<file path="src/rtl/gpio_mmio_pkg.sv">
// Shared constants and types for the GPIO MMIO controller.
package gpio_mmio_pkg;

  // Word offsets within the 32-byte register window (byte address bits [4:0]).
  localparam logic [4:0] OFF_OUT       = 5'h00;
  localparam logic [4:0] OFF_SET       = 5'h04;
  localparam logic [4:0] OFF_CLR       = 5'h08;
  localparam logic [4:0] OFF_TGL       = 5'h0C;
  localparam logic [4:0] OFF_IN        = 5'h10;
  localparam logic [4:0] OFF_EDGE_EN   = 5'h14;
  localparam logic [4:0] OFF_EDGE_STAT = 5'h18;
  localparam logic [4:0] OFF_IRQ_EN    = 5'h1C;

  // Fall-enable bits live in the upper half of EDGE_EN.
  localparam int FALL_EN_LSB = 16;

  typedef enum logic {
    IDLE = 1'b0,
    RESP = 1'b1
  } bus_state_t;

endpackage

</file>
<file path="src/rtl/gpio_mmio_ctrl_debounce.sv">
// Input conditioning: 2-flop synchronizer and per-bit debounce counter.
// A bit of 'stable' only follows the synchronized pin after it has differed
// from 'stable' for DEBOUNCE_CYCLES consecutive cycles. rise/fall pulse in the
// same cycle 'stable' is loaded, so edge status lands on the same edge as IN.
module gpio_debounce #(
  parameter int WIDTH           = 8,
  parameter int DEBOUNCE_CYCLES = 4
) (
  input  logic             clk,
  input  logic             rst,
  input  logic [WIDTH-1:0] pin,
  output logic [WIDTH-1:0] stable,
  output logic [WIDTH-1:0] rise,
  output logic [WIDTH-1:0] fall
);

  localparam int CW = (DEBOUNCE_CYCLES > 1) ? $clog2(DEBOUNCE_CYCLES) : 1;
  localparam logic [CW-1:0] CNT_TC = CW'(DEBOUNCE_CYCLES - 1);

  logic [WIDTH-1:0] sync_a;
  logic [WIDTH-1:0] sync_b;
  logic [WIDTH-1:0] take;
  logic [CW-1:0]    count [WIDTH];

  // Terminal-count detect: synchronized value has held long enough to accept.
  always_comb begin
    take = '0;
    for (int i = 0; i < WIDTH; i++) begin
      take[i] = (sync_b[i] != stable[i]) && (count[i] == CNT_TC);
    end
  end

  assign rise = take & sync_b;
  assign fall = take & ~sync_b;

  // Synchronizer, per-bit counters and the accepted stable value.
  always_ff @(posedge clk) begin
    if (rst) begin
      sync_a <= '0;
      sync_b <= '0;
      stable <= '0;
      for (int i = 0; i < WIDTH; i++) count[i] <= '0;
    end else begin
      sync_a <= pin;
      sync_b <= sync_a;
      for (int i = 0; i < WIDTH; i++) begin
        if (take[i]) begin
          stable[i] <= sync_b[i];
          count[i]  <= '0;
        end else if (sync_b[i] != stable[i]) begin
          count[i] <= count[i] + 1'b1;
        end else begin
          count[i] <= '0;
        end
      end
    end
  end

endmodule

</file>
<file path="src/rtl/gpio_mmio_ctrl.sv">
// GPIO port on the core bus: output register with set/clear/toggle aliases,
// debounced input with edge status and a level interrupt.
//
// state | meaning
// IDLE  | waiting for bus_req; an access is captured on the edge it is seen
// RESP  | bus_ready high for one cycle, bus_rdata valid
module gpio_mmio_ctrl
  import gpio_mmio_pkg::*;
#(
  parameter int               WIDTH           = 8,
  parameter logic [31:0]      BASE_ADDR       = 32'h1000_0000,
  parameter int               DEBOUNCE_CYCLES = 4,
  parameter logic [WIDTH-1:0] OUT_RESET       = '0
) (
  input  logic             clk,
  input  logic             rst,
  input  logic             bus_req,
  input  logic             bus_we,
  input  logic [31:0]      bus_addr,
  input  logic [31:0]      bus_wdata,
  output logic [31:0]      bus_rdata,
  output logic             bus_ready,
  input  logic [WIDTH-1:0] gpio_port_in,
  output logic [WIDTH-1:0] gpio_port_out,
  output logic             irq
);

  bus_state_t       state;
  bus_state_t       state_next;
  logic             accept;
  logic             hit;
  logic             wr;
  logic [4:0]       off;
  logic [31:0]      rd_val;
  logic [31:0]      rdata_q;
  logic [WIDTH-1:0] out_q;
  logic [WIDTH-1:0] rise_en;
  logic [WIDTH-1:0] fall_en;
  logic [WIDTH-1:0] edge_stat;
  logic [WIDTH-1:0] w1c;
  logic             irq_en;
  logic [WIDTH-1:0] in_stable;
  logic [WIDTH-1:0] in_rise;
  logic [WIDTH-1:0] in_fall;
  logic             unused_bits;

  // Byte-lane bits and wdata bits above the field widths carry no meaning.
  assign unused_bits = ^{bus_addr[1:0], bus_wdata};

  gpio_debounce #(
    .WIDTH           (WIDTH),
    .DEBOUNCE_CYCLES (DEBOUNCE_CYCLES)
  ) u_debounce (
    .clk    (clk),
    .rst    (rst),
    .pin    (gpio_port_in),
    .stable (in_stable),
    .rise   (in_rise),
    .fall   (in_fall)
  );

  assign accept = (state == IDLE) && bus_req;
  assign hit    = (bus_addr[31:5] == BASE_ADDR[31:5]);
  assign off    = {bus_addr[4:2], 2'b00};
  assign wr     = accept && hit && bus_we;

  // State register for the bus handshake.
  always_ff @(posedge clk) begin
    if (rst) state <= IDLE;
    else     state <= state_next;
  end

  // Next-state: every accepted access gets exactly one RESP cycle.
  always_comb begin
    state_next = state;
    case (state)
      IDLE:    if (bus_req) state_next = RESP;
      RESP:    state_next = IDLE;
      default: state_next = IDLE;
    endcase
  end

  // Read mux; misses, writes and write-only aliases return zero.
  always_comb begin
    rd_val = '0;
    if (hit && !bus_we) begin
      case (off)
        OFF_OUT:       rd_val = 32'(out_q);
        OFF_IN:        rd_val = 32'(in_stable);
        OFF_EDGE_EN:   rd_val = 32'(rise_en) | (32'(fall_en) << FALL_EN_LSB);
        OFF_EDGE_STAT: rd_val = 32'(edge_stat);
        OFF_IRQ_EN:    rd_val = {31'd0, irq_en};
        default:       rd_val = '0;
      endcase
    end
  end

  // Write-one-to-clear mask for EDGE_STAT.
  always_comb begin
    w1c = '0;
    if (wr && (off == OFF_EDGE_STAT)) w1c = bus_wdata[WIDTH-1:0];
  end

  // Register file, edge status (new events beat W1C), interrupt and read data.
  always_ff @(posedge clk) begin
    if (rst) begin
      out_q     <= OUT_RESET;
      rise_en   <= '0;
      fall_en   <= '0;
      edge_stat <= '0;
      irq_en    <= 1'b0;
      irq       <= 1'b0;
      rdata_q   <= '0;
    end else begin
      if (wr) begin
        case (off)
          OFF_OUT:     out_q   <= bus_wdata[WIDTH-1:0];
          OFF_SET:     out_q   <= out_q | bus_wdata[WIDTH-1:0];
          OFF_CLR:     out_q   <= out_q & ~bus_wdata[WIDTH-1:0];
          OFF_TGL:     out_q   <= out_q ^ bus_wdata[WIDTH-1:0];
          OFF_EDGE_EN: begin
            rise_en <= bus_wdata[WIDTH-1:0];
            fall_en <= bus_wdata[FALL_EN_LSB+WIDTH-1:FALL_EN_LSB];
          end
          OFF_IRQ_EN:  irq_en  <= bus_wdata[0];
          default:     ;
        endcase
      end
      edge_stat <= (edge_stat & ~w1c) | (in_rise & rise_en) | (in_fall & fall_en);
      irq       <= irq_en & (|edge_stat);
      rdata_q   <= accept ? rd_val : '0;
    end
  end

  assign bus_ready     = (state == RESP);
  assign bus_rdata     = rdata_q;
  assign gpio_port_out = out_q;

endmodule

</file>
<file path="config.mk">
export PLATFORM = sky130hd
export DESIGN_NAME = gpio_mmio_ctrl
export DESIGN_NICKNAME = d
export VERILOG_FILES = /design/src/rtl/gpio_mmio_pkg.sv /design/src/rtl/gpio_mmio_ctrl_debounce.sv /design/src/rtl/gpio_mmio_ctrl.sv
export SDC_FILE = /design/constraint.sdc
export NUM_CORES = 1
export LEC_CHECK = 0
export CORE_MARGIN = 2
export CORE_UTILIZATION = 38
export DETAILED_ROUTE_END_ITERATION = 16
export PLACE_DENSITY_LB_ADDON = 0.3
export REMOVE_ABC_BUFFERS = 1
export SETUP_SLACK_MARGIN = 0.2
export SYNTH_ARGS = -nofsm -noshare
export SYNTH_HDL_FRONTEND = slang
export SYNTH_SLANG_ARGS = --single-unit
</file>
<file path="constraint.sdc">
create_clock -name clk -period 2.85 [get_ports clk]
set_input_delay 0.285 -clock clk [delete_from_list [all_inputs] [get_ports clk]]
set_output_delay 0.285 -clock clk [all_outputs]
set_load 0.1 [all_outputs]
</file>
==> impl_metrics.yaml <==
run_status:
  outcome: "complete, no violations"
global_route:
  grt_max_degree: 75
  grt_usage_pct: 18.57
  globalRoute.totalOverflow: 0
  grt_pass1_vias: 3874
  grt_pass1_wl_um: 18820
  antenna_found_initial: 0
clocking:
  ctsHoldBuffers: 0
  post-cts-setup-buffers: 0
  clkSlewWorstSetupHoldPaths_ns: 0.06
  root_buffer: "clkbuf_16"
  cts_htree_levels: 3
  cts_sinks: 91
  cts_max_path_buffers: 2
  cts_tree: "yes"
  cts_resized: 0
  clock_latency_ns: 0.35
  cts_buffers: 9
sta:
  fmax_mhz: 507.0
  rsz0062_at_grt: "no"
  period_minus_slack_ns: 1.972
  hold_viol: 0
  finalSetupViolCount: 0
  hold-worst-slack_ns: 0.1339
  max_slew_margin_pct: 46.26
  finalMaxSlewViolations: 0
  finalClockSkew_ns: 0.008721
  tightest_slew_ns: 0.8060
  fin_crit_sh_pct: 69.21
  worst_slack_ns: 0.8776
  fin_setup_tns_ns: 0
layout:
  final_cells: 741
  fillers: 1109
  fin_util_pct: 49.73
  drive_above_1_share_pct: 12.29
  finish.instance_area_um2: 5923
  area_growth_pct: 28.29
  diodes: 0
  finalNetCount: 689
drt:
  vias_per_cell: 5.321
  wl_per_cell_um: 15.88
  wl_met1_um: 5020
  dr_wl_met2_um: 5688
  vias: 3943
  met3_length_um: 770
  drtAntennaViolNets: 0
  highest_layer: "met4"
  drc: 0
  drt_iter0_drc: 235
  drtPass1Iterations: 5
  drt_wl_total_um: 11770
power:
  power.total_mw: 3.051
  p_leak_nw: 2.408
  swShare_pct: 24.10
  power.share.clock_pct: 44.5
  power.density_nw_per_um2: 515.1
  power.switching_uw: 735.5
  seqPwrFrac_pct: 44.0
  vdd_ir_drop_max_mv: 0.3171
  internal_power_mw: 2.316
  combPwrFrac_pct: 11.6
worst_setup_path:
  cp-start-kind: "input pin"
  r2r_start: "bus_ready"
  crit_path_max_incr_delay_ns: 0.73
  cp_max_fo: 16
  critPathRequiredTime_ns: 3.05
  rr_worst_depth: 4
  cp_slowest_cell: "clkdlybuf4s50_1"
  crit_buf_inv: 2
  worstReg2RegEnd: "gpio_port_out[6]"
  crit_type: "input pin to flop"
  crit_chain: "clkdlybuf4s50_1, nor2b_1, nand2_1, buf_4, o31ai_1, a21oi_1"
  arrival_ns: 2.17
  crit_family: "buffers and inverters"
  worst_setup_path_end_kind: "flop"
  r2r_slack_ns: 1.14
floorplan:
  coreArea_um2: 11910
  dieArea_um2: 13050
  die_height_um: 114.2
  io_pins: 118
  initial_core_util_pct: 38.76
  rows: 40
  fp.dieW_um: 114.2
placed_design:
  dp_hpwl_um: 8291
  place_area_um2: 5583
  place.gp.congestion: 0.8524
  place_ws_ns: 0.5418
  dp.cells: 725
  io_buffer_count: 83
logic_synthesis:
  syn_inst: 491
  synth.cell_area_um2: 4617
  ys_ff_latch: 91
  synth.distinct_cells: 40
  ys.warnings.count: 0
  ys_seq_area_share_pct: 42.93
  synth_area_per_cell_um2: 9.403
worst_hold_path:
  hp-start: "rst"
  hold_depth: 2
  worstHoldEndpoint: "bus_ready"
  min_path_type: "input pin to flop"
job:
  drv_cap: 0
final cells by class:
cell class	count	area (um2)	area share (%)
multi-input cells	359	2409	40.66
flip-flops and latches	91	1982	33.46
repair buffers	104	918.4	15.50
clock buffers	9	225.2	3.802
well taps	147	183.9	3.105
clock inverters	7	115.1	1.943
inverters	24	90.09	1.521
worst max path at each step:
| stage | end | cells after the start | slack, ns | startpoint |
|---|---|---|---|---|
| detailed placement | fall_en[2] | 6 | 0.54 | bus_addr[4] |
| CTS | fall_en[2] | 6 | 0.89 | bus_addr[4] |
| finish | fall_en[0] | 6 | 0.88 | bus_addr[4] |
| global route | fall_en[2] | 6 | 0.71 | bus_addr[4] |
| floorplan | edge_stat[1] | 4 | 0.66 | bus_ready |
| global placement | bus_rdata[16] | 7 | 0.62 | bus_addr[19] |
cell usage in the layout (no fill, tap or decap), types with 9 or more instances in the layout:
master           instances
clkdlybuf4s50_1         56
clkbuf_16                9
inv_1                   24
edfxtp_1                16
and2_1                  15
nand2b_1                10
o31ai_1                 24
a22oi_1                 13
conb_1                  32
o21ai_0                 12
o21ai_1                 12
mux2i_1                 27
dfxtp_1                 75
ha_1                    24
nor2b_1                 34
nor2_1                  34
nand4_1                 19
a21oi_1                 33
nand2_1                 21
buf_4                   47
worst reg2reg max path: cells and delay by family, from the launching register on:
kind / cells / cell delay [ns]
AND/OR/NAND/NOR: 3 / 1.04
flip-flops: 1 / 0.32
multiplexers: 1 / 0.22
synth_stat cells (all sizes together):
master / number / area share (%)
dfxtp: 75 / 33
nor2: 34 / 2.8
nor2b: 34 / 4.6
a21oi: 33 / 3.6
mux2i: 27 / 5.9
buf: 25 / 3.6
ha: 24 / 6.5
inv: 24 / 2.0
o21ai: 24 / 2.6
o31ai: 24 / 3.9
clkbuf: 22 / 1.8
nand2: 21 / 1.7
nand4: 20 / 3.0
edfxtp: 16 / 10
and2: 15 / 2.0
a22oi: 13 / 2.1
nor4: 12 / 2.7
nand2b: 10 / 1.4
a22o: 8 / 1.5
nand3: 6 / 0.65
mux2: 5 / 1.2
nand3b: 4 / 0.65
a21boi: 2 / 0.33
and3b: 2 / 0.38
and4: 2 / 0.38
conb: 2 / 0.16
nor3b: 2 / 0.43
mux4: 1 / 0.49
nor3: 1 / 0.11
nor4b: 1 / 0.33
o21bai: 1 / 0.16
or3: 1 / 0.14
per-layer routing:
| metal | GRT usage, % | vias to the layer above |
|---|---|---|
| met1 | 22.72 | 1875 |
| met4 | 6.667 | 0 |
| met3 | 5.294 | 23 |
| li1 | - | 1883 |
| met2 | 31.27 | 162 |
| met5 | 0 | - |
power groups by stage:
| stage | Sequential, mW | Combinational [mW] | Clock, mW |
|---|---|---|---|
| final | 1.34 | 0.353 | 1.36 |
| after floorplan | 1.37 | 0.182 | 0 |
| after global placement | 1.37 | 0.343 | 0 |
| after detailed placement | 1.37 | 0.351 | 0 |
| after CTS | 1.34 | 0.353 | 1.38 |
| after global routing | 1.34 | 0.378 | 1.44 |
logic make-up (layout without fill, tap and decap cells):
family | count (synthesis) | in the layout | synth area share (%)
AOI/OAI and AO/OA | 105 | 105 | 14.20
adders and majority gates | 24 | 24 | 6.504
buffers and inverters | 71 | 144 | 7.344
DFF | 91 | 91 | 42.93
muxes | 33 | 33 | 7.561
other | 2 | 32 | 0.1627
and+or+nand+nor | 165 | 165 | 21.30
registers in the layout, indices dropped and copies added, names as in the netlist, 8 cells and up:
register	count
bus_rdata	16
rise_en	8
u_debounce.sync_b	8
fall_en	8
gpio_port_out	8
edge_stat	8
u_debounce.sync_a	8
u_debounce.stable	8
u_debounce.count	16
Note: power is estimated with default switching activity, not from simulation.
